### src/rtl/key_ctrl_pkg.sv
// key_ctrl_pkg: constants shared by the key-load controller and its users.
//   - Header opcodes (3-bit field taken from the top of a header word).
//   - FSM state encoding, kept as plain localparam constants so existing
//     code that compares against raw state values keeps working.
package key_ctrl_pkg;

    // Header opcodes
    localparam logic [2:0] OP_LOAD_KEY  = 3'd0;
    localparam logic [2:0] OP_SET_SLICE = 3'd1;

    // FSM state encoding
    localparam logic [1:0] ST_IDLE      = 2'd0;
    localparam logic [1:0] ST_LOAD      = 2'd1;
    localparam logic [1:0] ST_SLICE_ARG = 2'd2;
    localparam logic [1:0] ST_DONE      = 2'd3;

endpackage

### src/rtl/key_load_ctrl.sv
// key_load_ctrl: decodes a header/data word stream and loads keys into a
// slotted key store, or sets a slice selector.
//
// Ports:
//   clock          - sole clock, rising edge
//   reset          - asynchronous, active-high reset
//   instrValid     - instruct holds a valid word
//   instrReady     - block accepts a word this cycle (low only in DONE)
//   instruct       - header or data word
//   out            - registered key word to the key store
//   writeEnableKey - one-hot slot write strobe, aligned with out
//   keyWordIdx     - index of the word on out (0 = first loaded)
//   sliceSelector  - registered slice selection
//   done           - one-cycle pulse when a command completes
//   err            - one-cycle pulse on a rejected word or command
module key_load_ctrl
    import key_ctrl_pkg::*;
#(
    parameter int WORD_W    = 32,
    parameter int KEY_WORDS = 4,
    parameter int KEY_SLOTS = 6,
    parameter int SEL_W     = 5
) (
    input  logic                 clock,
    input  logic                 reset,
    input  logic                 instrValid,
    output logic                 instrReady,
    input  logic [WORD_W-1:0]    instruct,
    output logic [WORD_W-1:0]    out,
    output logic [KEY_SLOTS-1:0] writeEnableKey,
    output logic [2:0]           keyWordIdx,
    output logic [SEL_W-1:0]     sliceSelector,
    output logic                 done,
    output logic                 err
);

    logic [1:0]           state;
    logic [3:0]           slot;
    logic [2:0]           cnt;
    logic                 accept;
    logic                 is_header;
    logic [2:0]           opcode;
    logic [3:0]           operand;
    logic                 slot_ok;
    logic                 last_word;
    logic [KEY_SLOTS-1:0] slot_onehot;

    assign instrReady = (state != ST_DONE);
    assign accept     = instrValid & instrReady;
    assign is_header  = instruct[WORD_W-1];
    assign opcode     = instruct[WORD_W-2:WORD_W-4];
    assign operand    = instruct[3:0];
    assign slot_ok    = ({1'b0, operand} < 5'(KEY_SLOTS));
    assign last_word  = (cnt == 3'(KEY_WORDS - 1));

    always_comb begin
        slot_onehot = '0;
        for (int unsigned i = 0; i < KEY_SLOTS; i++) begin
            slot_onehot[i] = (slot == 4'(i));
        end
    end

    always_ff @(posedge clock or posedge reset) begin
        if (reset) begin
            state          <= ST_IDLE;
            slot           <= '0;
            cnt            <= '0;
            out            <= '0;
            writeEnableKey <= '0;
            keyWordIdx     <= '0;
            sliceSelector  <= '0;
            done           <= 1'b0;
            err            <= 1'b0;
        end else begin
            // Strobes default low; each is raised for the single cycle
            // following the event that causes it.
            writeEnableKey <= '0;
            done           <= 1'b0;
            err            <= 1'b0;

            case (state)
                ST_IDLE: begin
                    if (accept) begin
                        if (!is_header) begin
                            err <= 1'b1;
                        end else begin
                            case (opcode)
                                OP_LOAD_KEY: begin
                                    if (slot_ok) begin
                                        slot  <= operand;
                                        cnt   <= '0;
                                        state <= ST_LOAD;
                                    end else begin
                                        err <= 1'b1;
                                    end
                                end
                                OP_SET_SLICE: state <= ST_SLICE_ARG;
                                default:      err   <= 1'b1;
                            endcase
                        end
                    end
                end
                ST_LOAD: begin
                    // Data words are taken verbatim, MSB included.
                    if (accept) begin
                        out            <= instruct;
                        writeEnableKey <= slot_onehot;
                        keyWordIdx     <= cnt;
                        cnt            <= 3'(cnt + 3'd1);
                        if (last_word) begin
                            state <= ST_DONE;
                            done  <= 1'b1;
                        end
                    end
                end
                ST_SLICE_ARG: begin
                    if (accept) begin
                        sliceSelector <= instruct[SEL_W-1:0];
                        state         <= ST_DONE;
                        done          <= 1'b1;
                    end
                end
                default: begin
                    // DONE: done is high for exactly this cycle.
                    state <= ST_IDLE;
                end
            endcase
        end
    end

endmodule

### config.mk
export PLATFORM = sky130hd
export DESIGN_NAME = key_load_ctrl
export DESIGN_NICKNAME = d
export VERILOG_FILES = /design/src/rtl/key_ctrl_pkg.sv /design/src/rtl/key_load_ctrl.sv
export SDC_FILE = /design/constraint.sdc
export NUM_CORES = 1
export LEC_CHECK = 0
export CAP_MARGIN = 20
export CORE_MARGIN = 4
export CORE_UTILIZATION = 27
export DETAILED_ROUTE_END_ITERATION = 8
export GPL_TIMING_DRIVEN = 0
export HOLD_SLACK_MARGIN = 0.06
export PLACE_DENSITY = 0.55
export REMOVE_ABC_BUFFERS = 1
export SYNTH_ARGS = -nofsm -noshare
export SYNTH_HDL_FRONTEND = slang
export SYNTH_SLANG_ARGS = --single-unit
### constraint.sdc
create_clock -name clock -period 2.45 [get_ports clock]
set_input_delay 0.49 -clock clock [delete_from_list [all_inputs] [get_ports clock]]
set_output_delay 0.49 -clock clock [all_outputs]
set_load 0.02 [all_outputs]
======== After elaboration in Yosys (flattened, before gate mapping) ========
Index checks and enable logic that the tools add are counted.
W data, S select, Z words.
storage, ports and cells
  logic and storage cells ................. 65
  memory bits (writable) .................. 0
  bits in read-only memories .............. 0
  memories kept ........................... 0
  flip-flop bits (word level) ............. 57
  output and inout port bits .............. 49
  latch bits .............................. 0
operators by class
  $mul .................................... 0
  divide/modulo/power cells ............... 0
  add/sub/neg operators ................... 1
  bitwise operators ....................... 1
  multiplexer cells ....................... 25
  eq/ne operators ......................... 19
  shift operators ......................... 0
  reductions and logical operators ........ 9
  magnitude comparators ................... 1
operators with widths
  operator               count
  $mux W3                5
  $ne A2 B2 Y1 const B   7
  $mux W2                6
  $mux W6                2
  $eq A4 B2 Y1 const B   2
  $eq A4 B3 Y1 const B   2
  $mux W1                7
  $reduce_and A7 Y1      1
  $pmux W2 S3            1
  $pmux W3 S2            1
  $reduce_and A6 Y1      1
  $reduce_and A5 Y1      1
  $eq A4 B1 Y1 const B   1
  $logic_not A4 Y1       1
  $lt A4 B3 Y1 const B   1
  $pmux W1 S2            2
  $pmux W2 S2            1
  $reduce_and A2 Y1      2
  $add A3 B1 Y3 const B  1
  $eq A3 B1 Y1 const B   1
  $eq A3 B2 Y1 const B   1
  $logic_not A3 Y1       1
  $ne A3 B1 Y1 const B   1
  $ne A3 B3 Y1 const B   1
  6 further kinds        6

======== Depth between registers and ports, before layout ========
Gate-level depths: netlist of the first run.
  word-level depth ........................ 6
  depth in mapped cells ................... 7

======== Worst setup path after synthesis of the first run ========
OpenSTA, ideal clock, no wires.
  path type ............................... register -> register
  start point ............................. register state[0]
  end point ............................... register state[1]
  arrival time ............................ 1.526 ns
  library setup time ...................... 0.128 ns
  slack ................................... 0.796 ns
  cell stages (with the launch flop) ...... 8
  period minus slack after synthesis ...... 1.654 ns
  cells stage by stage .................... dfrtp_1 -> inv_1 -> ha_1 -> clkbuf_1 -> inv_1 -> a21o_1 -> o211ai_1 -> mux2_1
on the way
  cells in the longest elaborated chain, start to end .. 4
  elaborated cells on any way between the ends .. 14
  those cells by class .................... 10 x eq/ne; 1 x mux; 1 x bitwise; 2 x reduce/logical
RTL lines
  item                                RTL line             text
  start: declaration                  key_load_ctrl.sv:37  logic [1:0] state;
  start signal: assignment            key_load_ctrl.sv:65  state <= ST_IDLE;
  start signal: assignment            key_load_ctrl.sv:92  state <= ST_LOAD;
  start signal: assignment            key_load_ctrl.sv:97  OP_SET_SLICE: state <= ST_SLICE_ARG;
  $ne A2 B2 Y1                        key_load_ctrl.sv:48  assign instrReady = (state != ST_DONE);
  $and A1 B1 Y1                       key_load_ctrl.sv:49  assign accept = instrValid & instrReady;
  $ne A2 B2 Y1 (no source line)       --
  $reduce_and A7 Y1 (no source line)  --
Several ways; a longest one is shown, not always the timed one.
A chain may end at the register's enable or synchronous reset.

======== Final worst setup path of the first run ========
  start point ............................. register state[0]
  end point ............................... output instrReady
on the way
  cells in the longest elaborated chain, start to end .. 1
RTL lines
  item              RTL line             text
  $ne A2 B2 Y1      key_load_ctrl.sv:48
  end: declaration  key_load_ctrl.sv:27  output logic instrReady,
No other way between the ends.

==> impl_summary.log, run 1 <==
INFO  metric fin_nets = approximately 370
INFO  metric crit_path_start_kind = register
INFO  metric grt_antenna_before_repair = 0
INFO  metric floorplan.initialDensity = approximately 28%
INFO  metric grt_start_max_net_pins = 33
INFO  metric finClkSkew = between 0.008 and 0.009 ns
INFO  metric worstSetupPathType = reg -> out
INFO  metric status = finished, final reports clean
INFO  metric antennaDiodeCount = 0
INFO  metric core.rowCount = 34
INFO  metric synth_flop_cell = dfrtp_1
INFO  metric postSynth.asyncResetShare = 100%
INFO  metric grt_use_total = roughly an eighth
INFO  metric cts.sinks = 57
INFO  metric timing.final.setup_violations = 0
INFO  metric rr_worst_depth = 7
INFO  metric die_y = between 100 and 150 um
INFO  metric library_cell_occupying_the_most_area_in_the_post_synthesis_netlist = dfrtp_1
INFO  metric globalplace.congestion = about 0.76
INFO  metric number_of_fillers_in_the_final_layout = approximately 870
INFO  metric worstPathRequired = approximately 2.0 ns
INFO  metric routed_wirelength = between 5 and 6 mm
INFO  metric fin_cells = around 440
INFO  metric post_placement_worst_setup_slack = -0.00642 ns
INFO  metric beginning_of_the_critical_path = state[0]
INFO  metric synthesis.area_per_instance = between 10 and 15 um^2
INFO  metric post_cts.resized_instances = 0
INFO  metric critical_path_arrival = about 1.7 ns
INFO  metric detailroute.via_count = 1926
INFO  metric fin_total_pwr = ~0.0046 W
INFO  metric final_hold_viol_count = 0
INFO  metric clk_transition_reported_paths = around 0.07 ns
INFO  metric cts.path.max_buffers = 2
INFO  metric ios = 84
INFO  metric placement.io_buffers = 83
INFO  metric post_cts_buffers = 0
INFO  metric areaGrowthSynthToFinish = 51.9%
INFO  metric synth_top_cells_by_area = dfrtp_1 (59%), nand2_1 (15%), mux2_2 (3.8%)
INFO  metric min_delay_path_depth = 2
INFO  metric cts_made_buffers = 9
INFO  metric rsz0062_at_grt = false
INFO  metric mappedNetlistArea = between 0.002 and 0.0025 mm^2
INFO  metric firstDrtPassIters = 4
INFO  metric timing.rr.start = state[1]
INFO  metric tritoncts = done
INFO  metric synth_cells = ~240
INFO  metric power_density = ~1300 mW/mm^2
INFO  metric most-common-layout-cells = nand2_1 (99), clkdlybuf4s50_1 (83), dfrtp_1 (57)
INFO  metric drv_slew = 0
INFO  metric synth_seq_cells = between 50 and 60
INFO  metric worst_slew_pin_slew = between 0.6 and 0.7 ns
INFO  metric min_period_over_period = 90.1%
INFO  metric synth_cell_type_count = 37
INFO  metric minimum_hold_slack = ~0.48 ns
INFO  metric ir_drop = 364 uV
INFO  metric drt_iter0_drc = 38
INFO  metric fp.dieW = about 100 um
INFO  metric placeableCoreArea = a little under 0.009 mm^2
INFO  metric floorplan.die_area = between 0.01 and 0.015 mm^2
INFO  metric vias_per_cell = 4.39
INFO  metric grt_pass1_wl = 9.60 mm
INFO  metric clock_tree.root_cell = clkbuf_8
INFO  metric setup.worst_path.end_class = output pin
INFO  metric placed_cells_incl_taps = between 400 and 500
INFO  metric max_freq = ~450 MHz
INFO  metric routedWlPerCell = roughly 13 um
INFO  metric first_global_vias = ~2000
INFO  metric postLayoutSetupSlackWorst = about 0.24 ns
INFO  metric ctsHtreeMaxLevel = 3
INFO  metric share_of_yosys_cell_area_claimed_by_the_top_area_cell_type = between 50% and 60%
INFO  metric dp.final_hpwl = roughly 4.2 mm
INFO  metric layout.cells.most_common = nand2_1
INFO  metric synth_enable_flop_cells = 0
INFO  metric cp_max_fo = 6
INFO  metric clk-insertion-delay-late = 0.33 ns
INFO  metric max_cap_violations = 0
INFO  metric period_needed = roughly 2.2 ns
INFO  metric hold_path_class = reg -> reg
INFO  metric synthesis.yosys.warnings = 0
INFO  metric tns = 0 ns
INFO  metric synth_seq_area_share = roughly three fifths
INFO  metric post-route-drc-count = 0
INFO  metric slew_headroom = between 50 and 60%
INFO  metric hp_start = out[14]
INFO  metric ctsHoldBuffers = 0
INFO  metric power.static_leakage = roughly 1.7 nW
INFO  metric final_layout_size_suffix_gt1_share = roughly 11%
INFO  metric grt_overflow_total = 0
INFO  metric route.antenna.remaining_nets = 0
## Yosys cell counts (3+ instances only)
library cell / number
a21oi_1: 3
buf_2: 5
clkbuf_1: 4
dfrtp_1: 57
ha_1: 6
inv_1: 7
mux2_2: 8
mux2_4: 3
nand2_1: 99
nand2b_1: 3
nand3b_1: 3
nor2_1: 7
## metrics by stage
step / utilization (%) / cell area [um^2]
final: 42.0 / 3640
after global routing: 42.0 / 3640
after CTS: 42.0 / 3640
after detailed placement: 39.4 / 3420
after global placement: 38.3 / 3330
after floorplan: - / 2360
## cell type report
cell class / count / area, um^2 / share of cell area [%]
clock buffer: 10 / 138 / 3.78
clock inverter: 6 / 91.3 / 2.51
inverter: 7 / 26.3 / 0.721
multi-input combinational: 164 / 907 / 24.9
sequential: 57 / 1430 / 39.1
tap: 108 / 135 / 3.71
timing repair buffer: 87 / 921 / 25.3
## registers in the layout, summed over array words and instances, names as in the netlist
register and count:
out 32, writeEnableKey 6, sliceSelector 5, slot 4
cnt 3, keyWordIdx 3, state 2, done 1
err 1
## per-layer routing
metal	track usage (%)	wire length (um)	vias to the layer above
met5	0	0	-
met4	5.45	100	0
met3	3.48	418	10
met2	18.8	2710	64
met1	14.8	2580	902
li1	-	-	950
## report_power, final
part	internal, W	total (W)	switching (W)
combinational	0.000999	0.00204	0.00104
clock	0.000601	0.000996	0.000394
sequential	0.00131	0.00152	0.000208
total	0.00291	0.00456	0.00165
## worst max-delay path, cell delays in order, from the launching register on
cell and delay [ns]:
dfrtp_1 0.42, ha_1 0.27, inv_1 0.09, clkdlybuf4s50_1 0.61
## worst paths after layout
path,endpoint,slack [ns]
max in group asynchronous,out[31],1.34
worst max register to register,writeEnableKey[0],0.34
worst max-delay path,instrReady,0.24
worst min-delay path,out[14],0.48
worst min register to register,out[14],0.48
min in group asynchronous,cnt[0],0.54
## cells by family after synthesis
logic type | after synthesis | synth area share (%)
simple gates | 126 | 22.2
flops | 57 | 59.4
compound gates | 19 | 5.94
buf+inv | 16 | 2.76
mux | 13 | 6.52
fa+ha+maj | 6 | 3.13
Power figures use the tool's default switching activity.
==> inputs of run 2 (changes only) <==
--- a/config.mk
+++ b/config.mk
@@ -7,12 +7,13 @@
 export LEC_CHECK = 0
 export CAP_MARGIN = 20
 export CORE_MARGIN = 4
-export CORE_UTILIZATION = 27
+export CORE_UTILIZATION = 35
 export DETAILED_ROUTE_END_ITERATION = 8
 export GPL_TIMING_DRIVEN = 0
 export HOLD_SLACK_MARGIN = 0.06
-export PLACE_DENSITY = 0.55
+export PLACE_DENSITY = 0.67
 export REMOVE_ABC_BUFFERS = 1
+export SKIP_LAST_GASP = 1
 export SYNTH_ARGS = -nofsm -noshare
 export SYNTH_HDL_FRONTEND = slang
 export SYNTH_SLANG_ARGS = --single-unit
==> run 2 against run 1 <==
Net effect:
- sequential power is essentially flat
- clock skew shrank 0.0039 ns
- combinational power about the same
- sequential share of layout area up 0.77 points
- critical endpoint unchanged
- largest cell class unchanged
==> impl_summary.log, run 2 (synthesis results as in run 1) <==
INFO  metric grt_overflow_total = 0 (unchanged)
INFO  metric combinationalPowerShare = 46.1% (+1.3 points)
INFO  metric clk-insertion-delay-late = 0.32 ns (about the same)
INFO  metric fin_total_pwr = 0.00442 W (-2.9%)
INFO  metric detailroute.via_count = 1935 (+0.47%)
INFO  metric reg_top3 = out (32), writeEnableKey (6), sliceSelector (5)
INFO  metric timing.final.setup_violations = 0 (unchanged)
INFO  metric cts_made_buffers = 9 (unchanged)
INFO  metric ir_drop = 566 uV (+56%)
INFO  metric crit_chain = ha_1 -> inv_1 -> clkdlybuf4s50_1
INFO  metric dp.final_hpwl = 3.96 mm (-6.5%)
INFO  metric globalplace.congestion = 0.728 (-4.1%)
INFO  metric worstPathRequired = 1.96 ns (about the same)
INFO  metric core.rowCount = 29 (-15%)
INFO  metric clk_transition_reported_paths = 0.06 ns (about the same)
INFO  metric fin_nets = 370 (+0.82%)
INFO  metric min_period_over_period = 90.7% (+0.58 points)
INFO  metric hold_path_class = reg -> reg
INFO  metric most-common-layout-cells = nand2_1 (99), clkdlybuf4s50_1 (83), dfrtp_1 (57)
INFO  metric placement.io_buffers = 83 (unchanged)
INFO  metric p_int = 0.00283 W (-2.9%)
INFO  metric final_hold_viol_count = 0 (unchanged)
INFO  metric crit_path_start_kind = register
INFO  metric drv_slew = 0 (unchanged)
INFO  metric tns = 0 ns (unchanged)
INFO  metric worstSetupPathType = reg -> out
INFO  metric portion_of_total_power_attributed_to_sequential_cells = 34.2% (+0.9 points)
INFO  metric power.static_leakage = 1.72 nW (+0.15%)
INFO  metric post-route-util = 55.0% (+13 points)
INFO  metric placeableCoreArea = 0.00649 mm^2 (-25%)
INFO  metric largest_reg_flops = 32 (unchanged)
INFO  metric antennaDiodeCount = 0 (unchanged)
INFO  metric top_register = out
INFO  metric worst_slew_pin_slew = 0.485 ns (-0.146 ns)
INFO  metric post_cts_buffers = 0 (unchanged)
INFO  metric clock_tree.root_cell = clkbuf_8
INFO  metric fp.dieW = 90.8 um (-11%)
INFO  metric cp_slowest_cell = clkdlybuf4s50_1
INFO  metric slew_headroom = 67.7% (+9.7 points)
INFO  metric crit_path_max_incr_delay = 0.61 ns (about the same)
INFO  metric ios = 84 (unchanged)
INFO  metric grt_use_total = 14.5% (+2.7 points)
INFO  metric floorplan.die_area = 0.00825 mm^2 (-21%)
INFO  metric post-route-drc-count = 0 (unchanged)
INFO  metric ctsHtreeMaxLevel = 3 (unchanged)
INFO  metric max_cap_violations = 0 (unchanged)
INFO  metric setup.worst_path.end_class = output pin
INFO  metric firstDrtPassIters = 4 (unchanged)
INFO  metric first_global_vias = 1994 (+1.2%)
INFO  metric tritoncts = done
INFO  metric routedWlPerCell = 13.7 um (+3.7%)
INFO  metric finClkSkew = 0.00441 ns (-0.00387 ns)
INFO  metric grt_pass1_wl = 9.69 mm (+0.94%)
INFO  metric areaGrowthSynthToFinish = 49.0%
INFO  metric grt_start_max_net_pins = 39 (+18%)
INFO  metric die_y = 90.8 um (-11%)
INFO  metric power_frac_clock = 19.7% (-2.2 points)
INFO  metric vias_per_cell = 4.72 (+7.6%)
INFO  metric critical_path_arrival = 1.73 ns (about the same)
INFO  metric layout.cells.most_common = nand2_1
INFO  metric status = finished, final reports clean
INFO  metric floorplan.initialDensity = 36.9% (+9.3 points)
INFO  metric cts.path.max_buffers = 2 (unchanged)
INFO  metric final_layout_size_suffix_gt1_share = 11.4% (+0.23 points)
INFO  metric max_freq = 450 MHz (-0.64%)
INFO  metric drt_iter0_drc = 62 (+63%)
INFO  metric net-switching-power = 0.00160 W (-2.8%)
INFO  metric rsz0062_at_grt = false
INFO  metric cts.sinks = 57 (unchanged)
INFO  metric grt_antenna_before_repair = 0 (unchanged)
INFO  metric net_switching_fraction_of_the_power = 36.1% (about the same)
INFO  metric routed_wirelength = 5.63 mm (-3.2%)
INFO  metric ctsHoldBuffers = 0 (unchanged)
INFO  metric period_needed = 2.22 ns (+0.0143 ns)
INFO  metric power_density = 1240 mW/mm^2 (-1.0%)
INFO  metric route.antenna.remaining_nets = 0 (unchanged)
INFO  metric cp_max_fo = 6 (unchanged)
INFO  metric post_cts.resized_instances = 0 (unchanged)
[run 2: worst paths after layout]
check | startpoint | endpoint | slack, ns | cells past startpoint
max | state[0] | instrReady | 0.23 | 3
min | out[17] | out[17] | 0.47 | 2
max reg2reg | state[0] | writeEnableKey[2] | 0.39 | 6
min reg2reg | out[17] | out[17] | 0.47 | 2
max in group asynchronous | reset | out[29] | 1.40 | 3
min in group asynchronous | reset | out[30] | 0.50 | 2
[run 2: worst max-delay path: cells and delay by family, from the launching register on]
kind	cells	cell delay [ns]
adders and majority gates	1	0.29
DFF	1	0.41
buffers and inverters	2	0.72
[run 2: layout make-up]
cell class | count | area, um^2
fillers | 562 | 2920
repair buffers | 90 | 923
multi-input cells | 164 | 907
well taps | 77 | 96.3
clock buffers | 12 | 155
clock inverters | 3 | 40.0
inverters | 7 | 26.3
flip-flops and latches | 57 | 1430
[run 2: per-stage QoR]
stage	worst slack (ns)	area [um^2]	instances	hold slack [ns]
floorplan	0.330	2360	228	0.438
global placement	-0.674	3290	388	0.457
detailed placement	-0.110	3350	391	0.461
CTS	0.127	3540	406	0.477
global route	0.157	3570	410	0.490
finish	0.228	3570	410	0.473
[run 2: power groups by stage]
stage	logic [W]	registers, W	clock network, W
after floorplan	0.000716	0.00191	0
after global placement	0.00197	0.00152	0
after detailed placement	0.00204	0.00153	0
after CTS	0.00205	0.00152	0.000907
after global routing	0.00223	0.00157	0.000943
final	0.00204	0.00151	0.000871
[run 2: layer usage]
metal / global-route usage (%) / part of all wire, %
met1: 18.4 / 46
met2: 23.7 / 47
met3: 4.25 / 5.6
met4: 5.28 / 1.4
met5: 0 / 0
==> inputs of run 3 (changes only) <==
--- a/config.mk
+++ b/config.mk
@@ -9,7 +9,8 @@
 export CORE_MARGIN = 4
 export CORE_UTILIZATION = 35
 export DETAILED_ROUTE_END_ITERATION = 8
-export GPL_TIMING_DRIVEN = 0
+export GPL_ROUTABILITY_DRIVEN = 0
+export GPL_TIMING_DRIVEN = 1
 export HOLD_SLACK_MARGIN = 0.06
 export PLACE_DENSITY = 0.67
 export REMOVE_ABC_BUFFERS = 1
==> run 3 against run 2 <==
Net effect:
- total power is 2.5% lower
- routed wire length is 0.64% lower
- via count is 0.47% lower
- non-clock buffer count stayed put
- highest routed layer unchanged
==> impl_summary.log, run 3 (synthesis results as in run 1) <==
INFO  metric dp.final_hpwl = 4.14 mm (+4.6%)
INFO  metric max_freq = 454 MHz (+0.95%)
INFO  metric grt_pass1_wl = 9.40 mm (-3.0%)
INFO  metric final_layout_size_suffix_gt1_share = 12.0% (+0.56 points)
INFO  metric routedWlPerCell = 13.6 um (-0.88%)
INFO  metric net-switching-power = 0.00165 W (+3.0%)
INFO  metric grt_start_max_net_pins = 38 (-2.6%)
INFO  metric rr_worst_depth = 7 (+1)
INFO  metric slew_headroom = 70.3% (+2.6 points)
INFO  metric fp.dieW = 90.8 um (unchanged)
INFO  metric met2_usage = 22.7% (-0.93 points)
INFO  metric rsz0062_at_grt = false
INFO  metric layout.cells.most_common = nand2_1
INFO  metric drv_slew = 0 (unchanged)
INFO  metric post_cts.resized_instances = 0 (unchanged)
INFO  metric worst_slew_pin_slew = 0.445 ns (-0.0402 ns)
INFO  metric post-route-drc-count = 0 (unchanged)
INFO  metric grt-busiest-layer = met2
INFO  metric worstReg2RegEnd = out[13]
INFO  metric final_hold_viol_count = 0 (unchanged)
INFO  metric die_y = 90.8 um (unchanged)
INFO  metric tns = 0 ns (unchanged)
INFO  metric cts.path.max_buffers = 2 (unchanged)
INFO  metric number_of_fillers_in_the_final_layout = 579 (+3.0%)
INFO  metric cts_made_buffers = 9 (unchanged)
INFO  metric minimum_hold_slack = 0.471 ns (-0.00138 ns)
INFO  metric power.static_leakage = 1.69 nW (-1.4%)
INFO  metric grt_use_total = 14.2% (-0.33 points)
INFO  metric worstPathRequired = 1.96 ns (about the same)
INFO  metric grt_overflow_total = 0 (unchanged)
INFO  metric hold_path_class = reg -> reg
INFO  metric first_global_vias = 1938 (-2.8%)
INFO  metric placement.io_buffers = 83 (unchanged)
INFO  metric floorplan.die_area = 0.00825 mm^2 (unchanged)
INFO  metric routed_wirelength = 5.59 mm (-0.64%)
INFO  metric period_needed = 2.20 ns (-0.0210 ns)
INFO  metric firstDrtPassIters = 4 (unchanged)
INFO  metric detailroute.via_count = 1926 (-0.47%)
INFO  metric most-common-layout-cells = nand2_1 (99), clkdlybuf4s50_1 (83), dfrtp_1 (57)
INFO  metric rrSetupSlack = 0.63 ns (+0.24 ns)
INFO  metric net_switching_fraction_of_the_power = 38.2% (+2.0 points)
INFO  metric min_period_over_period = 89.8% (-0.86 points)
INFO  metric p_int = 0.00267 W (-5.6%)
INFO  metric power_density = 1220 mW/mm^2 (-1.7%)
INFO  metric grt_antenna_before_repair = 0 (unchanged)
INFO  metric timing.final.setup_violations = 0 (unchanged)
INFO  metric fin_nets = 370 (unchanged)
INFO  metric cp_max_fo = 6 (unchanged)
INFO  metric hp_start = out[22]
INFO  metric power_frac_clock = 17.4% (-2.3 points)
INFO  metric top_register = out
INFO  metric max_cap_violations = 0 (unchanged)
INFO  metric worst_hold_path.endpoint = out[22]
INFO  metric floorplan.initialDensity = 36.9% (unchanged)
INFO  metric tritoncts = done
INFO  metric worstSetupPathType = reg -> out
INFO  metric clk-insertion-delay-late = 0.32 ns (about the same)
INFO  metric ios = 84 (unchanged)
INFO  metric route.antenna.remaining_nets = 0 (unchanged)
INFO  metric clk_transition_reported_paths = 0.07 ns (about the same)
INFO  metric antennaDiodeCount = 0 (unchanged)
INFO  metric post_cts_buffers = 0 (unchanged)
INFO  metric largest_reg_flops = 32 (unchanged)
INFO  metric drt_iter0_drc = 54 (-13%)
INFO  metric min_delay_path_depth = 2 (unchanged)
INFO  metric finClkSkew = 0.00648 ns (+0.00207 ns)
INFO  metric crit_path_start_kind = register
INFO  metric critical_path_arrival = 1.71 ns (-0.02 ns)
INFO  metric setup.worst_path.end_class = output pin
INFO  metric combinationalPowerShare = 47.3% (+1.2 points)
INFO  metric timing.rr.start = state[1]
INFO  metric areaGrowthSynthToFinish = 47.8%
INFO  metric groute.layer.met1.usage = 18.3% (-0.077 points)
INFO  metric reg_top3 = out (32), writeEnableKey (6), sliceSelector (5)
INFO  metric ctsHtreeMaxLevel = 3 (unchanged)
INFO  metric clock_tree.root_cell = clkbuf_8
INFO  metric grt.met3_usage = 3.83% (-0.42 points)
INFO  metric vias_per_cell = 4.69 (-0.71%)
INFO  metric placeableCoreArea = 0.00649 mm^2 (unchanged)
INFO  metric status = finished, final reports clean
INFO  metric cts.sinks = 57 (unchanged)
INFO  metric ctsHoldBuffers = 0 (unchanged)
INFO  metric portion_of_total_power_attributed_to_sequential_cells = 35.3% (+1.1 points)
INFO  metric ir_drop = 529 uV (-6.7%)
INFO  metric core.rowCount = 29 (unchanged)
## run 3: how the worst max path moves through the flow
stage | start | end | slack, ns | cells after the start
6_report | state[0] | instrReady | 0.25 | 3
5_1_grt | state[0] | instrReady | 0.17 | 3
4_1_cts | state[0] | instrReady | 0.23 | 3
3_5_place_dp | instruct[29] | slot[0] | 0.28 | 5
3_3_place_gp | instruct[29] | slot[0] | 0.30 | 5
2_1_floorplan | state[0] | writeEnableKey[0] | 0.33 | 4
## run 3: area by class of cell
cell class                      instances  area (um^2)  share of cell area [%]
Clock inverter                          7         46.3                    1.31
Inverter                                7         26.3                   0.741
Timing Repair Buffer                   90          921                    26.0
Tap cell                               77         96.3                    2.72
Multi-Input combinational cell        164          907                    25.6
Sequential cell                        57         1430                    40.2
Clock buffer                            9          124                    3.49
## run 3: power groups by stage
stage | Sequential (W) | Clock [W] | Combinational, W
after CTS | 0.00152 | 0.000775 | 0.00207
final | 0.00152 | 0.000750 | 0.00204
after global routing | 0.00158 | 0.000820 | 0.00221
after global placement | 0.00153 | 0 | 0.00204
after detailed placement | 0.00153 | 0 | 0.00207
after floorplan | 0.00191 | 0 | 0.000716
## run 3: per-layer routing
metal  share of wire, %  wire length (um)
met5                  0                 0
met4               0.64                36
met3                4.7               264
met2                 47              2640
met1                 47              2650
## run 3: critical path: stages, from the launching register on
cell and delay [ns]:
dfrtp_1 0.41, ha_1 0.27, inv_1 0.10, clkdlybuf4s50_1 0.61
## run 3: through the flow
step / std cells / setup WS, ns / area [um^2] / total power (W) / util (%)
floorplan: 228 / 0.330 / 2360 / 0.00262 / -
global placement: 395 / 0.304 / 3380 / 0.00357 / 52.0
detailed placement: 395 / 0.276 / 3380 / 0.00360 / 52.0
CTS: 411 / 0.233 / 3550 / 0.00437 / 54.6
global route: 411 / 0.168 / 3550 / 0.00461 / 54.6
finish: 411 / 0.249 / 3550 / 0.00431 / 54.6
